File: src/rtl/player_sprite_drawer_if.sv
// Move-request handshake, framebuffer write port and committed-position bus of the sprite drawer.
interface player_sprite_drawer_if #(
    parameter int unsigned nX          = 10,
    parameter int unsigned nY          = 9,
    parameter int unsigned COLOR_DEPTH = 9
);
    logic                   move_req;
    logic [nX-1:0]          move_x;
    logic [nY-1:0]          move_y;
    logic                   move_ready;
    logic                   busy;
    logic                   done;
    logic                   wr_en;
    logic [nX-1:0]          wr_x;
    logic [nY-1:0]          wr_y;
    logic [COLOR_DEPTH-1:0] wr_color;
    logic [nX-1:0]          player_x;
    logic [nY-1:0]          player_y;

    modport master (
        output move_req, move_x, move_y,
        input  move_ready, busy, done, wr_en, wr_x, wr_y, wr_color, player_x, player_y
    );

    modport slave (
        input  move_req, move_x, move_y,
        output move_ready, busy, done, wr_en, wr_x, wr_y, wr_color, player_x, player_y
    );
endinterface

File: src/rtl/player_sprite_drawer.sv
// Player sprite framebuffer writer: erases the old square and draws the new one during
// vertical blank, one pixel per clock, then commits the new position.
module player_sprite_drawer #(
    parameter int unsigned            SIZE         = 8,
    parameter int unsigned            COLOR_DEPTH  = 9,
    parameter int unsigned            nX           = 10,
    parameter int unsigned            nY           = 9,
    parameter int unsigned            COLS         = 640,
    parameter int unsigned            ROWS         = 480,
    parameter logic [COLOR_DEPTH-1:0] PLAYER_COLOR = 9'b000_111_000,
    parameter logic [COLOR_DEPTH-1:0] BG_COLOR     = 9'b000_000_000,
    parameter int unsigned            INIT_X       = 320,
    parameter int unsigned            INIT_Y       = 240
) (
    input  logic                    vga_clock,
    input  logic                    reset,
    input  logic                    frame_tick,
    player_sprite_drawer_if.slave   bus
);
    localparam int unsigned CW = $clog2(SIZE);
    localparam int unsigned NW = 2 * CW;
    localparam int unsigned XW = nX + 1;
    localparam int unsigned YW = nY + 1;
    localparam logic [NW-1:0] LAST = NW'(SIZE * SIZE - 1);

    typedef enum logic [2:0] {S_INIT, S_IDLE, S_WAIT, S_ERASE, S_DRAW} state_e;

    state_e                 state_q, state_d;
    logic [NW-1:0]          cnt_q, cnt_d;
    logic [nX-1:0]          tgt_x_q, tgt_x_d, px_q, px_d, wr_x_q, wr_x_d;
    logic [nY-1:0]          tgt_y_q, tgt_y_d, py_q, py_d, wr_y_q, wr_y_d;
    logic [COLOR_DEPTH-1:0] wr_col_q, wr_col_d;
    logic                   wr_en_q, wr_en_d, done_q, done_d;

    logic                   emit;
    logic [nX-1:0]          emit_bx;
    logic [nY-1:0]          emit_by;
    logic [COLOR_DEPTH-1:0] emit_color;
    logic [NW-1:0]          emit_idx;
    logic [XW-1:0]          sum_x;
    logic [YW-1:0]          sum_y;

    always_ff @(posedge vga_clock) begin
        if (reset) begin
            state_q  <= S_INIT;
            cnt_q    <= '0;
            tgt_x_q  <= '0;
            tgt_y_q  <= '0;
            px_q     <= nX'(INIT_X);
            py_q     <= nY'(INIT_Y);
            wr_en_q  <= 1'b0;
            wr_x_q   <= '0;
            wr_y_q   <= '0;
            wr_col_q <= '0;
            done_q   <= 1'b0;
        end else begin
            state_q  <= state_d;
            cnt_q    <= cnt_d;
            tgt_x_q  <= tgt_x_d;
            tgt_y_q  <= tgt_y_d;
            px_q     <= px_d;
            py_q     <= py_d;
            wr_en_q  <= wr_en_d;
            wr_x_q   <= wr_x_d;
            wr_y_q   <= wr_y_d;
            wr_col_q <= wr_col_d;
            done_q   <= done_d;
        end
    end

    // The pixel written next cycle is chosen here, so the first scan write lands right
    // after the frame_tick edge. ERASE/DRAW end when the counter has wrapped back to 0.
    always_comb begin
        state_d    = state_q;
        cnt_d      = cnt_q;
        tgt_x_d    = tgt_x_q;
        tgt_y_d    = tgt_y_q;
        px_d       = px_q;
        py_d       = py_q;
        wr_en_d    = 1'b0;
        wr_x_d     = wr_x_q;
        wr_y_d     = wr_y_q;
        wr_col_d   = wr_col_q;
        done_d     = 1'b0;
        emit       = 1'b0;
        emit_bx    = px_q;
        emit_by    = py_q;
        emit_color = PLAYER_COLOR;
        emit_idx   = cnt_q;

        unique case (state_q)
            S_INIT: begin
                emit  = 1'b1;
                cnt_d = cnt_q + NW'(1);
                if (cnt_q == LAST) state_d = S_IDLE;
            end
            S_IDLE: begin
                if (bus.move_req) begin
                    if (bus.move_x == px_q && bus.move_y == py_q) begin
                        done_d = 1'b1;
                    end else begin
                        tgt_x_d = bus.move_x;
                        tgt_y_d = bus.move_y;
                        state_d = S_WAIT;
                    end
                end
            end
            S_WAIT: begin
                if (frame_tick) begin
                    state_d    = S_ERASE;
                    emit       = 1'b1;
                    emit_color = BG_COLOR;
                    emit_idx   = '0;
                    cnt_d      = NW'(1);
                end
            end
            S_ERASE: begin
                emit = 1'b1;
                if (cnt_q == '0) begin
                    state_d = S_DRAW;
                    emit_bx = tgt_x_q;
                    emit_by = tgt_y_q;
                    cnt_d   = NW'(1);
                end else begin
                    emit_color = BG_COLOR;
                    cnt_d      = cnt_q + NW'(1);
                end
            end
            S_DRAW: begin
                if (cnt_q == '0) begin
                    state_d = S_IDLE;
                    px_d    = tgt_x_q;
                    py_d    = tgt_y_q;
                    done_d  = 1'b1;
                end else begin
                    emit    = 1'b1;
                    emit_bx = tgt_x_q;
                    emit_by = tgt_y_q;
                    cnt_d   = cnt_q + NW'(1);
                end
            end
            default: state_d = S_INIT;
        endcase

        // Off-screen pixels still consume a scan slot but never strobe the write port.
        sum_x = XW'(emit_bx) + XW'(emit_idx[CW-1:0]);
        sum_y = YW'(emit_by) + YW'(emit_idx[NW-1:CW]);
        if (emit && sum_x < XW'(COLS) && sum_y < YW'(ROWS)) begin
            wr_en_d  = 1'b1;
            wr_x_d   = sum_x[nX-1:0];
            wr_y_d   = sum_y[nY-1:0];
            wr_col_d = emit_color;
        end
    end

    assign bus.move_ready = (state_q == S_IDLE);
    assign bus.busy       = (state_q != S_IDLE);
    assign bus.done       = done_q;
    assign bus.wr_en      = wr_en_q;
    assign bus.wr_x       = wr_x_q;
    assign bus.wr_y       = wr_y_q;
    assign bus.wr_color   = wr_col_q;
    assign bus.player_x   = px_q;
    assign bus.player_y   = py_q;
endmodule
File: src/flat_wrapper.sv
// flat-port wrapper written by rule: the top's interface ports become plain ports
module player_sprite_drawer_flat 
#(
    parameter int unsigned            SIZE         = 8,
    parameter int unsigned            COLOR_DEPTH  = 9,
    parameter int unsigned            nX           = 10,
    parameter int unsigned            nY           = 9,
    parameter int unsigned            COLS         = 640,
    parameter int unsigned            ROWS         = 480,
    parameter logic [COLOR_DEPTH-1:0] PLAYER_COLOR = 9'b000_111_000,
    parameter logic [COLOR_DEPTH-1:0] BG_COLOR     = 9'b000_000_000,
    parameter int unsigned            INIT_X       = 320,
    parameter int unsigned            INIT_Y       = 240
)
  (vga_clock, reset, frame_tick, bus_move_req, bus_move_x, bus_move_y, bus_move_ready, bus_busy, bus_done, bus_wr_en, bus_wr_x, bus_wr_y, bus_wr_color, bus_player_x, bus_player_y);
  player_sprite_drawer_if #(.nX(nX), .nY(nY), .COLOR_DEPTH(COLOR_DEPTH)) bus_i ();
  input  logic vga_clock;
  input  logic reset;
  input  logic frame_tick;
  input wire logic [$bits(bus_i.move_req)-1:0] bus_move_req;
  input wire logic [$bits(bus_i.move_x)-1:0] bus_move_x;
  input wire logic [$bits(bus_i.move_y)-1:0] bus_move_y;
  output wire logic [$bits(bus_i.move_ready)-1:0] bus_move_ready;
  output wire logic [$bits(bus_i.busy)-1:0] bus_busy;
  output wire logic [$bits(bus_i.done)-1:0] bus_done;
  output wire logic [$bits(bus_i.wr_en)-1:0] bus_wr_en;
  output wire logic [$bits(bus_i.wr_x)-1:0] bus_wr_x;
  output wire logic [$bits(bus_i.wr_y)-1:0] bus_wr_y;
  output wire logic [$bits(bus_i.wr_color)-1:0] bus_wr_color;
  output wire logic [$bits(bus_i.player_x)-1:0] bus_player_x;
  output wire logic [$bits(bus_i.player_y)-1:0] bus_player_y;
  assign bus_i.move_req = bus_move_req;
  assign bus_i.move_x = bus_move_x;
  assign bus_i.move_y = bus_move_y;
  assign bus_move_ready = bus_i.move_ready;
  assign bus_busy = bus_i.busy;
  assign bus_done = bus_i.done;
  assign bus_wr_en = bus_i.wr_en;
  assign bus_wr_x = bus_i.wr_x;
  assign bus_wr_y = bus_i.wr_y;
  assign bus_wr_color = bus_i.wr_color;
  assign bus_player_x = bus_i.player_x;
  assign bus_player_y = bus_i.player_y;
  player_sprite_drawer #(.SIZE(SIZE), .COLOR_DEPTH(COLOR_DEPTH), .nX(nX), .nY(nY), .COLS(COLS), .ROWS(ROWS), .PLAYER_COLOR(PLAYER_COLOR), .BG_COLOR(BG_COLOR), .INIT_X(INIT_X), .INIT_Y(INIT_Y)) u_core (.vga_clock(vga_clock), .reset(reset), .frame_tick(frame_tick), .bus(bus_i));
endmodule
File: config.mk
export PLATFORM = sky130hd
export DESIGN_NAME = player_sprite_drawer_flat
export DESIGN_NICKNAME = d
export VERILOG_FILES = /design/src/rtl/player_sprite_drawer_if.sv /design/src/rtl/player_sprite_drawer.sv /design/src/flat_wrapper.sv
export SDC_FILE = /design/constraint.sdc
export NUM_CORES = 1
export LEC_CHECK = 0
export ABC_AREA = 1
export CAP_MARGIN = 25
export CORE_ASPECT_RATIO = 0.9
export CORE_MARGIN = 2
export CORE_UTILIZATION = 48
export DETAILED_ROUTE_END_ITERATION = 12
export HOLD_SLACK_MARGIN = 0.02
export MAX_ROUTING_LAYER = met4
export PLACE_DENSITY = 0.8
export SETUP_SLACK_MARGIN = 0.2
export SYNTH_ARGS = -nofsm -noshare
export SYNTH_HDL_FRONTEND = slang
export SYNTH_SLANG_ARGS = --single-unit
File: constraint.sdc
create_clock -name vga_clock -period 3 [get_ports vga_clock]
set_input_delay 0.9 -clock vga_clock [delete_from_list [all_inputs] [get_ports vga_clock]]
set_output_delay 0.9 -clock vga_clock [all_outputs]
set_load 0.01 [all_outputs]
==> impl_table.tex <==
\begin{tabular}{lr}
\hline
Metric & Value \\
\hline
\multicolumn{2}{l}{\textbf{Clocking}} \\
Bufs on Longest Clock Path & 2 \\
Clock slew at reported path FFs & 0.07 ns \\
CTS tree & done \\
CTS Hold Buffers Added & 0 \\
Clock H-tree levels & 3 \\
Clock network latency to the later pin of the worst-skew pair & 0.37 ns \\
Clock Root Buffer & clkbuf\_8 \\
Clock Sink Count & 69 \\
Clock buffers created by TritonCTS & 9 \\
\multicolumn{2}{l}{\textbf{Global routing}} \\
Overall Global Routing Usage & 26.84\% \\
Initial antenna violation count & 0 \\
Largest net degree at the start of global routing & 37 \\
Global-route wire length before repair & 19080 um \\
Number of global-route vias before repair & 4148 \\
Total gr overflow & 0 \\
\multicolumn{2}{l}{\textbf{Routing}} \\
Average wire length per cell after detail routing & 14.69 um \\
Final wirelength & 12210 um \\
Antenna-violating nets left & 0 \\
Count of routing violations after the opening detailed-route iteration & 252 \\
Overall via count from detail\_route & 4383 \\
Number of detailed-route iterations in the first pass & 6 \\
Per-cell via count in the routed design & 5.274 \\
DRC & 0 \\
\multicolumn{2}{l}{\textbf{Critical path}} \\
Required time reported for the critical path endpoint & 3.26 ns \\
Critical Path AT & 3.26 ns \\
Critical path fanouts, max & 8 \\
Maximum single-stage delay on the critical path & 0.36 ns \\
Category of the worst setup path launch point & register \\
Critical path's slowest cell & fa\_2 \\
List of cells traversed by the critical path & inv\_2, ha\_4, inv\_2, nor2\_4, nand3\_4, nand2\_8, clkinv\_8, nand2\_4, o21ai\_2, buf\_6, ha\_4, fa\_2, a21oi\_2, a21oi\_2, nand3\_1, nand2\_1, nand2\_2, nor2\_2, nand2\_2, buf\_6, buf\_6, nand4\_1, nand2\_1, nor2\_2 \\
Most frequent cell on the critical path & buf\_6 \\
Setup slack of the worst register-to-register path & 0.006 ns \\
Crit path kind & reg -> reg \\
CP endpoint kind & register \\
\multicolumn{2}{l}{\textbf{STA}} \\
Total setup violations reported at the end of the flow & 0 \\
Slew @ Worst Pin & 0.5995 ns \\
Unrepaired setup endpoints after global routing & true \\
Relative slew slack & 59.61\% \\
Slew Limit Fails & 0 \\
Ratio of final minimum period to clock period & 99.82\% \\
Period minus WS final & 2.994 ns \\
Number of failing hold endpoints at the final stage & 0 \\
Max Clock Skew & 0.01282 ns \\
Highest clock frequency the design can meet & 333.9 MHz \\
\multicolumn{2}{l}{\textbf{Place}} \\
Count of port buffers added during placement & 67 \\
Detailed-placement wirelength estimate & 8152 um \\
Final estimated routing congestion in global placement & 0.8964 \\
\multicolumn{2}{l}{\textbf{Synthesis}} \\
Dominant combinational cell family by area after synthesis & simple AND/OR/NAND/NOR gates \\
Part of the Yosys area used for sequential elements & 33.80\% \\
Leading cell types by total area after synthesis & dfxtp\_1, nand2\_1, inv\_1 \\
Synth top area share & 33.80\% \\
Fraction of synthesis flops using an asynchronous set or reset pin & 0\% \\
Cell with the most instances after synthesis & nand2\_1 \\
Number of instances in the synthesized netlist & 594 \\
Synth warnings & 0 \\
Most instantiated flip-flop cell in the synthesis netlist & dfxtp\_1 \\
Synth unique cells & 45 \\
Syn avg cell area & 6.879 um\^{}2 \\
Commonest cells post-synth & nand2\_1, inv\_1, dfxtp\_1, nor2\_1, o21ai\_0 \\
Area of the mapped netlist & 4086 um\^{}2 \\
Adder-cell area share of the yosys netlist & 3.429\% \\
Compound-cell area share of the yosys netlist & 12.55\% \\
Proportion of synthesized area in mux cells & 0\% \\
Synth Area in Simple Gates & 31.54\% \\
Synth Register Bits & 69 \\
Xor and xnor fraction of the mapped netlist area & 5.787\% \\
Post-synthesis cell type with the largest combined area & dfxtp\_1 \\
Number of flops mapped to enable cells by yosys & 0 \\
\multicolumn{2}{l}{\textbf{Final layout}} \\
Share of final-layout standard cells stronger than drive strength 1 & 24.32\% \\
Core occupancy in the finished layout & 72.18\% \\
Total inserted antenna cells & 0 \\
Area grow syn2layout & 43.88\% \\
Fin nets & 761 \\
\multicolumn{2}{l}{\textbf{Floorplan}} \\
Area of the placeable core & 8145 um\^{}2 \\
Initial standard-cell utilization of the core & 50.17\% \\
Area of the die & 9268 um\^{}2 \\
Standard-cell row count & 31 \\
Top-level port count & 74 \\
Die W & 101.3 um \\
Die height & 91.53 um \\
\multicolumn{2}{l}{\textbf{Job}} \\
Max-cap violations & 0 \\
\multicolumn{2}{l}{\textbf{Pwr}} \\
Overall power of the completed layout & 4.262 mW \\
Leakage & 2.681 nW \\
Areal power density over the cells & 725.0 nW/um\^{}2 \\
Worst ir drop on vdd & 0.3617 mV \\
\multicolumn{2}{l}{\textbf{Status}} \\
Outcome & completed \\
\multicolumn{2}{l}{\textbf{Min path}} \\
Hold crit path type & reg -> reg \\
\hline
\end{tabular}
## power by group
part / switching (mW) / leakage [nW] / total (mW) / internal (mW)
clock network: 0.381 / 0.119 / 0.930 / 0.549
logic: 1.10 / 2.00 / 2.05 / 0.953
registers: 0.134 / 0.565 / 1.28 / 1.14
total: 1.62 / 2.68 / 4.26 / 2.65
## worst max-delay path: cells and delay by family (launching register included)
| kind | cells | cell delay (ns) |
|---|---|---|
| AND/OR/NAND/NOR | 12 | 1.05 |
| flip-flops | 1 | 0.33 |
| buffers and inverters | 6 | 0.58 |
| AO/OA/AOI/OAI | 3 | 0.28 |
| adder cells (fa/ha/maj) | 3 | 0.66 |
## placed cells by master, fill, tap and decap left out, drive strengths merged
cell type / Yosys / routed
o21ai: 43 / 43
nor3: 6 / 6
a211oi: 5 / 5
bufinv: 0 / 3
a21oi: 32 / 32
o21bai: 1 / 1
xnor2: 13 / 13
nand2: 120 / 120
inv: 92 / 92
dlygate4sd2: 0 / 1
fa: 2 / 2
o32ai: 1 / 1
nor4: 4 / 4
ha: 8 / 8
clkdlybuf4s50: 0 / 66
o211ai: 5 / 5
nand3b: 1 / 1
conb: 1 / 6
a31oi: 1 / 1
xor2: 14 / 14
clkinv: 3 / 7
or2: 1 / 1
clkbuf: 13 / 9
o22ai: 1 / 1
buf: 16 / 76
and2: 1 / 1
nand4: 24 / 24
nand3: 39 / 42
a211o: 1 / 1
nor2: 73 / 73
dfxtp: 69 / 69
o41ai: 1 / 1
nor3b: 2 / 2
a221oi: 1 / 1
## final timing paths
kind / from / end / depth (start not counted)
max: u_core.cnt_q[1] / u_core.bus.wr_x[4] / 24
min: u_core.bus.wr_x[9] / u_core.bus.wr_x[9] / 2
max reg2reg: u_core.cnt_q[1] / u_core.bus.wr_x[4] / 24
min reg2reg: u_core.bus.wr_x[9] / u_core.bus.wr_x[9] / 2
## routing by layer
metal  track usage, %  wire, um  share of wire (%)  up-vias
li1                 -         -                  -     2172
met1            32.02      5244                 43     2031
met2            43.98      6027                 49      156
met3            6.697       701                5.7       24
met4            9.009       237                1.9        0
met5                -         0                  0        -
## state kept, by name (all words and copies together), names as in the netlist, 3 cells and up
| name | count |
|---|---|
| u_core.bus.player_y | 9 |
| u_core.bus.wr_y | 9 |
| u_core.state_q | 3 |
| u_core.tgt_y_q | 9 |
| u_core.tgt_x_q | 10 |
| u_core.bus.wr_x | 10 |
| u_core.bus.player_x | 10 |
| u_core.cnt_q | 6 |
## stage by stage
step	setup WS (ns)	instance area (um^2)	setup TNS (ns)	hold slack, ns	std cells
finish	0.005502	5879	0	0.4592	831
global route	-0.1580	5879	-2.166	0.4911	831
detailed placement	-0.5903	5141	-11.58	0.4382	785
global placement	-0.4941	5141	-9.698	0.4310	785
CTS	0.1018	5670	0	0.4490	823
floorplan	0.003924	4168	0	0.4376	599
## what timing repair did
action | in CTS | in global routing
pin swaps | 25 | 25
setup endpoints to repair | 22 | 24
setup buffers | 19 | 8
resized for setup | 29 | 36
gates cloned | 4 | 0
endpoints found under the hold margin | 0 | 0
## layout make-up
type	instances	area [um^2]
Timing Repair Buffer	143	1294
Timing Repair inverter	1	6.256
Fill cell	618	2266
Clock buffer	9	123.9
Tap cell	99	123.9
Multi-Input combinational cell	409	2465
Clock inverter	6	112.6
Sequential cell	69	1385
Inverter	95	369.1
## logic make-up (layout without fill, tap and decap cells)
group,Yosys count,count (layout)
simple gates,271,274
buf+inv,124,254
compound gates,92,92
flops,69,69
xor+xnor,27,27
fa+ha+maj,10,10
other cells,1,6
(Power assumes the default switching activity.)
